$ cat src/rtl/serial_adder_pkg.sv
// Shared definitions for the bit-serial adder: FSM state encoding.
package serial_adder_pkg;

  typedef enum logic [1:0] {
    IDLE = 2'd0,
    RUN  = 2'd1,
    DONE = 2'd2
  } state_t;

endpackage : serial_adder_pkg

$ cat src/rtl/serial_adder_n_fa.sv
// One-bit full adder built from two half-adder cells and an OR gate.
// The half adder is kept as its own cell so the structure is explicit.
module half_adder (
  input  logic a,
  input  logic b,
  output logic s,
  output logic c
);

  // Sum and carry of two bits.
  always_comb begin
    s = a ^ b;
    c = a & b;
  end

endmodule : half_adder

module full_adder (
  input  logic a,
  input  logic b,
  input  logic cin,
  output logic s,
  output logic co
);

  logic s1;
  logic c1;
  logic c2;

  half_adder u_ha0 (
    .a (a),
    .b (b),
    .s (s1),
    .c (c1)
  );

  half_adder u_ha1 (
    .a (s1),
    .b (cin),
    .s (s),
    .c (c2)
  );

  // At most one of the two half-adder carries can be set, so OR merges them.
  always_comb begin
    co = c1 | c2;
  end

endmodule : full_adder

$ cat src/rtl/serial_adder_n.sv
// Bit-serial adder: one full adder processes one bit per clock, LSB first.
// Operands are captured on an accepted start; sum/cout are registered and
// only updated when the whole word is complete, so partial results never
// reach the outputs.
module serial_adder_n
  import serial_adder_pkg::*;
#(
  parameter int WIDTH = 8
) (
  input  logic             clk,
  input  logic             rst,
  input  logic             start,
  input  logic [WIDTH-1:0] a,
  input  logic [WIDTH-1:0] b,
  input  logic             cin,
  output logic             busy,
  output logic             done,
  output logic [WIDTH-1:0] sum,
  output logic             cout
);

  localparam int CW = $clog2(WIDTH + 1);
  localparam logic [CW-1:0] LAST_BIT = CW'(WIDTH - 1);

  state_t           state_q;
  logic [WIDTH-1:0] a_q;
  logic [WIDTH-1:0] b_q;
  logic             carry_q;
  logic [WIDTH-1:0] res_q;
  logic [CW-1:0]    cnt_q;
  logic [WIDTH-1:0] sum_q;
  logic             cout_q;
  logic             busy_q;
  logic             done_q;

  logic             fa_s;
  logic             fa_co;
  logic [WIDTH-1:0] msb_bit;
  logic [WIDTH-1:0] res_d;
  logic [CW-1:0]    cnt_d;

  full_adder u_fa (
    .a   (a_q[0]),
    .b   (b_q[0]),
    .cin (carry_q),
    .s   (fa_s),
    .co  (fa_co)
  );

  // Next result word: shift right and drop the new sum bit in at the MSB,
  // so after WIDTH steps the first (LSB) bit has arrived at bit 0.
  always_comb begin
    msb_bit            = '0;
    msb_bit[WIDTH-1]   = fa_s;
    res_d              = (res_q >> 1) | msb_bit;
    cnt_d              = cnt_q + CW'(1);
  end

  // Control FSM and datapath registers; outputs are all registered here.
  always_ff @(posedge clk) begin
    if (rst) begin
      state_q <= IDLE;
      a_q     <= '0;
      b_q     <= '0;
      carry_q <= 1'b0;
      res_q   <= '0;
      cnt_q   <= '0;
      sum_q   <= '0;
      cout_q  <= 1'b0;
      busy_q  <= 1'b0;
      done_q  <= 1'b0;
    end else begin
      done_q <= 1'b0;
      case (state_q)
        IDLE, DONE: begin
          if (start) begin
            state_q <= RUN;
            busy_q  <= 1'b1;
            a_q     <= a;
            b_q     <= b;
            carry_q <= cin;
            res_q   <= '0;
            cnt_q   <= '0;
          end else begin
            state_q <= IDLE;
            busy_q  <= 1'b0;
          end
        end
        RUN: begin
          a_q     <= a_q >> 1;
          b_q     <= b_q >> 1;
          carry_q <= fa_co;
          res_q   <= res_d;
          cnt_q   <= cnt_d;
          if (cnt_q == LAST_BIT) begin
            state_q <= DONE;
            busy_q  <= 1'b0;
            done_q  <= 1'b1;
            sum_q   <= res_d;
            cout_q  <= fa_co;
          end
        end
        default: begin
          state_q <= IDLE;
          busy_q  <= 1'b0;
        end
      endcase
    end
  end

  assign busy = busy_q;
  assign done = done_q;
  assign sum  = sum_q;
  assign cout = cout_q;

endmodule : serial_adder_n

$ cat config.mk
export PLATFORM = sky130hd
export DESIGN_NAME = serial_adder_n
export DESIGN_NICKNAME = d
export VERILOG_FILES = /design/src/rtl/serial_adder_pkg.sv /design/src/rtl/serial_adder_n_fa.sv /design/src/rtl/serial_adder_n.sv
export SDC_FILE = /design/constraint.sdc
export NUM_CORES = 1
export LEC_CHECK = 0
export ABC_AREA = 1
export BUFFER_PORTS_ARGS = -buffer_cell sky130_fd_sc_hd__buf_2
export CORE_ASPECT_RATIO = 1.4
export CORE_MARGIN = 4
export CORE_UTILIZATION = 45
export CTS_CLUSTER_DIAMETER = 150
export DETAILED_ROUTE_END_ITERATION = 16
export MAX_ROUTING_LAYER = met4
export PLACE_DENSITY_LB_ADDON = 0.12
export SLEW_MARGIN = 25
export SYNTH_ARGS = -nofsm -noshare
export SYNTH_HDL_FRONTEND = slang
export SYNTH_HIERARCHICAL = 1
export SYNTH_SLANG_ARGS = --single-unit
export TNS_END_PERCENT = 10
$ cat constraint.sdc
create_clock -name clk -period 1.6 [get_ports clk]
set_clock_uncertainty 0.1 [all_clocks]
set_input_delay 0.08 -clock clk [delete_from_list [all_inputs] [get_ports clk]]
set_output_delay 0.08 -clock clk [all_outputs]
set_load 0.05 [all_outputs]
==> reports/results.ini, run 1 <==
[status]
outcome = finished, final reports clean

[clock_tree]
clkSinkCount = 41
cts_buffers = 5
cts_root_buf = clkbuf_8
clk_path_buf_depth = 2
clk_latency_ns = 0.29
cts_resized = 0
cts_hold_buf = 2
path_clk_slew_ns = 0.08
cts_tree = yes
postCtsSetupBuffers = 0
htree_levels = 2

[timing]
tightest_slew_ns = 0.3760
rsz0062_at_grt = no
max_freq_mhz = 719.6
fin_crit_ns = 1.390
setup_violations = 0
slew_violations = 0
slew_headroom_pct = 74.94
finalHoldViolations = 0
fin_setup_tns_ns = 0
fin_crit_sh_pct = 86.85

[setup_path]
timing.rr.start = cnt_q[0]$_SDFFE_PP0P_
crit_path_start_kind = flop
worstPathRequired_ns = 1.70
cp_common_cell = nand2_1
critical_path.max_fanout = 10
rr_worst_depth = 6
arrival_ns = 1.49
startpoint = cnt_q[0]$_SDFFE_PP0P_
cpPeakStageDelay_ns = 0.40
r2r_end = sum[6]$_SDFFE_PP0P_
reg2reg_slack_ns = 0.21
worstSetupPathType = reg2reg
path_cells = ha_1 -> nand2_1 -> nor2_1 -> nand2_2 -> nand3_1 -> nand2_1
critPathSlowestCell = dfxtp_1
end_kind = flop

[power_and_ir_drop]
peakVddDrop_mv = 0.5385
leakagePower_nw = 0.9916
power.density_nw_per_um2 = 932.0

[yosys]
yosysTopAreaCell = dfxtp_1
synth_top_area_share_pct = 40.59
synthFlopType = dfxtp_1
synth_edf_count = 0
synth.avg_cell_area_um2 = 8.056
netlist_area_um2 = 2022
synth_common_cells = nand3_1, dfxtp_1, nand2_1, inv_1, a21oi_1
ys_warn_count = 6
syn_nets = 274
synth_cells = 251
synth.most_common_cell = nand3_1
async_flop_share_pct = 0
ys_types = 22
synth_area_leaders = dfxtp_1, nand3_1, nand2_1, a21oi_2, nand3_2
yosysSeqAreaShare_pct = 40.59
ys_seq_elements = 41

[hold_path]
min-delay-start = b[3]
min_to = b_q[3]$_SDFFE_PP0P_
whs_path_depth = 5
hold_class = in2reg

[floorplan]
floorplan.initialDensity_pct = 47.31
dieArea_um2 = 5645
die_w_um = 64.65
io_pins = 31
die_h_um = 87.31
core-area_um2 = 4274
row_count = 28

[grt]
grt_antenna_before_repair = 0
grt_max_degree = 30
grt_pass1_wl_um = 7624
grt_util_all_layers_pct = 17.89
grt_pass1_vias = 1612
overflow = 0

[final_layout]
final_cell_count_no_fill = 342
fill_cells = 450
ff_latch_area_um2 = 820.8
diodes = 0
area_growth_pct = 12.13
fin_nets = 304
multi_input_area_um2 = 934.6
drive_gt1_share_pct = 26.95

[place]
portBuffers = 30
dpl.hpwl_um = 2869
place.gp.congestion = 0.7424
dp_cells = 332

[drt]
routed_via_density = 4.947
drt-total-wl_um = 4284
first_pass_iters = 4
vias = 1692
drt_iter0_drc = 92
drtAntennaViolNets = 0
wire_per_inst_um = 12.53
drc = 0

[job]
drv_cap = 0

## critical path, delay by kind of cell (launching register included)
kind                     cells  cell delay, ns
AND/OR/NAND/NOR              5            0.57
flip-flops                   1            0.40
adder cells (fa/ha/maj)      1            0.22
## worst max path at each step
stage	endpoint	slack [ns]	cells past startpoint
after floorplan	carry_q$_SDFFE_PP0P_	0.33	8
after global placement	carry_q$_SDFFE_PP0P_	0.26	8
after detailed placement	sum[6]$_SDFFE_PP0P_	0.22	6
after CTS	sum[6]$_SDFFE_PP0P_	0.20	6
after global routing	sum[1]$_SDFFE_PP0P_	0.09	6
final	sum[6]$_SDFFE_PP0P_	0.21	6
## per-stage QoR
step	hold slack (ns)	utilization [%]	area, µm²	power [mW]	setup WS (ns)
final	0.03189	53.04	2267	2.113	0.2103
after global placement	0.2475	50.20	2146	1.386	0.2585
after global routing	0.04925	53.04	2267	2.226	0.08811
after floorplan	0.1389	-	2022	1.349	0.3310
after detailed placement	0.2495	50.20	2146	1.387	0.2234
after CTS	0.02595	53.04	2267	2.142	0.2006
## where the power goes
group          switching (mW)  total [mW]  internal [mW]
Combinational           0.176       0.278          0.102
Clock                   0.359       0.749          0.390
Sequential             0.0272        1.09           1.06
## metal layers
metal  track usage (%)  vias up  routed length (µm)
li1                  -      887                   -
met1             20.97      768                2020
met2             28.48       31                2003
met3             4.264        6                 177
met4             9.038        0                  83
met5                 -        -                   0
## cell families (layout without fill, tap and decap cells)
family,count (synthesis),count (layout),synth area share (%)
compound gates,31,31,9.901
fa+ha+maj,3,3,1.857
buf+inv,42,73,13.18
flops,41,41,40.59
simple gates,134,134,34.47
## state kept, by name (all words and copies together) (netlist names)
register and flops:
busy 1, done 1, res_q 7, cout 1, cnt_q 4, a_q 8, sum 8, carry_q 1
b_q 8, state_q 2
## layout by cell type (no fill, tap or decap)
cell / n
a21oi_1: 17
a21oi_2: 12
buf_2: 30
buf_4: 9
clkbuf_8: 7
clkinv_2: 1
dfxtp_1: 41
dlygate4sd3_1: 2
ha_1: 3
inv_1: 22
inv_2: 1
inv_8: 1
nand2_1: 40
nand2_2: 2
nand2_4: 1
nand2_8: 1
nand3_1: 68
nand3_2: 9
nor2_1: 11
nor2_4: 1
nor2_8: 1
o21ai_0: 2
## final cells by class
| class | instances | area share, % |
|---|---|---|
| Timing Repair Buffer | 41 | 10.49 |
| Clock inverter | 1 | 0.2208 |
| Inverter | 24 | 4.305 |
| Multi-Input combinational cell | 168 | 41.23 |
| Clock buffer | 7 | 4.249 |
| Tap cell | 60 | 3.311 |
| Sequential cell | 41 | 36.20 |
No activity file was read; power rests on OpenSTA's default activity.
==> run 2, diff against run 1 <==
--- a/config.mk
+++ b/config.mk
@@ -8,8 +8,8 @@
 export ABC_AREA = 1
 export BUFFER_PORTS_ARGS = -buffer_cell sky130_fd_sc_hd__buf_2
 export CORE_ASPECT_RATIO = 1.4
-export CORE_MARGIN = 4
-export CORE_UTILIZATION = 45
+export CORE_MARGIN = 2
+export CORE_UTILIZATION = 25
 export CTS_CLUSTER_DIAMETER = 150
 export DETAILED_ROUTE_END_ITERATION = 16
 export MAX_ROUTING_LAYER = met4
==> reports/results.ini, run 2 (same netlist as run 1, synthesis figures left out) <==
[timing]
max_freq_mhz = 705.9
fin_crit_sh_pct = 88.54
fin_setup_tns_ns = 0
worst_slack_ns = 0.1834
rsz0062_at_grt = no
finalHoldViolations = 0
slew_headroom_pct = 74.23
slew_violations = 0
setup_violations = 0
fin_crit_ns = 1.417
tightest_slew_ns = 0.3865

[final_layout]
layout_commonest_cell = nand3_1
drive_gt1_share_pct = 26.86
final_cell_mix = nand3_1, dfxtp_1, nand2_1, buf_2, inv_1
fill_cells = 875
diodes = 0
fin_nets = 305
area_growth_pct = 16.03

[setup_path]
cpPeakStageDelay_ns = 0.52
worstPathRequired_ns = 1.73
end_kind = flop
arrival_ns = 1.55
path_cells = inv_8 -> nor2_4 -> buf_4 -> nand2_1 -> a21oi_1
critical_path.max_fanout = 17
critPathSlowestCell = dfxtp_1
crit_path_start_kind = flop
crit_buf_inv = 2
crit_family = flip-flops
worstSetupPathType = reg2reg

[drt]
drt-total-wl_um = 4842
first_pass_iters = 4
wire_per_inst_um = 12.64
drc = 0
drt_iter0_drc = 46
vias = 1695
drtAntennaViolNets = 0
routed_via_density = 4.426

[grt]
grt_max_degree = 30
grt_antenna_before_repair = 0
grt_util_all_layers_pct = 12.11
grt_pass1_wl_um = 8390
grt_pass1_vias = 1713
overflow = 0

[floorplan]
row_count = 38
die_h_um = 110.4
core-area_um2 = 7797
dieArea_um2 = 8833
die_w_um = 80.01
io_pins = 31
floorplan.initialDensity_pct = 25.93

[power_and_ir_drop]
leakagePower_nw = 0.9987
peakVddDrop_mv = 0.3692
power.density_nw_per_um2 = 964.0
total_power_mw = 2.262

[place]
portBuffers = 30
pre_cts_slack_ns = 0.1832
dpl.hpwl_um = 3227
place.gp.congestion = 0.6923

[clock_tree]
path_clk_slew_ns = 0.09
clk_latency_ns = 0.29
cts_root_buf = clkbuf_8
clk_path_buf_depth = 2
cts_buffers = 5
cts_resized = 0
cts_tree = yes
htree_levels = 2
clkSinkCount = 41

[job]
drv_cap = 0

[status]
outcome = finished, final reports clean

[hold_path]
hold_class = in2reg

-- run 2: cell types whose count changed in the layout (fill, tap and decap cells not counted), sizes merged --
cell,delta
bufinv,+1
clkinvlp,+1
dlygate4sd3,+1
clkinv,-1
clkbuf,-1
-- run 2: metrics by stage --
| step | utilization, % | hold WS (ns) | cells | instance area, µm² |
|---|---|---|---|---|
| after floorplan | - | 0.1389 | 251 | 2022 |
| after global placement | 28.16 | 0.2654 | 372 | 2196 |
| after detailed placement | 28.16 | 0.2659 | 372 | 2196 |
| after CTS | 30.09 | 0.02041 | 383 | 2346 |
| after global routing | 30.09 | 0.04249 | 383 | 2346 |
| final | 30.09 | 0.03010 | 383 | 2346 |
-- run 2: worst min-delay path, stage by stage --
cell and delay (ns):
buf_2 0.10, nand3_1 0.07, nand2_1 0.05, inv_1 0.04, a21oi_1 0.05
-- run 2: area by class of cell --
cell class                      count  area [µm²]  area share [%]
Tap cell                          100       125.1           5.333
Clock buffer                        6       82.58           3.520
Sequential cell                    41       820.8           34.99
Multi-Input combinational cell    168       934.6           39.84
Timing Repair Buffer               42       247.7           10.56
Inverter                           24       97.59           4.160
Clock inverter                      2       37.54           1.600
-- run 2: path summary, 6_finish.rpt --
path         slack, ns               startpoint                      end  cells after the start
max reg2reg       0.18  state_q[0]$_SDFFE_PP0P_  state_q[0]$_SDFFE_PP0P_                      5
max               0.18  state_q[0]$_SDFFE_PP0P_  state_q[0]$_SDFFE_PP0P_                      5
min reg2reg       0.37      sum[3]$_SDFFE_PP0P_      sum[3]$_SDFFE_PP0P_                      2
min               0.03                     b[4]      b_q[4]$_SDFFE_PP0P_                      5
-- run 2: where the power goes --
part           internal (mW)  switching (mW)  total, mW
logic                  0.103           0.182      0.285
registers               1.06          0.0274       1.09
clock network          0.508           0.382      0.890
-- run 2: layer usage --
| layer | track usage [%] | part of all wire [%] |
|---|---|---|
| met1 | 15.67 | 48 |
| met3 | 2.614 | 3.6 |
| met2 | 18.94 | 47 |
| met5 | - | 0 |
| met4 | 3.390 | 1.3 |
-- run 2: what timing repair did --
action                                  in CTS  in global routing
hold buffers                                 3                  0
setup buffers                                0                  0
hold endpoints to repair                     3                  0
endpoints found under the setup margin       0                  0
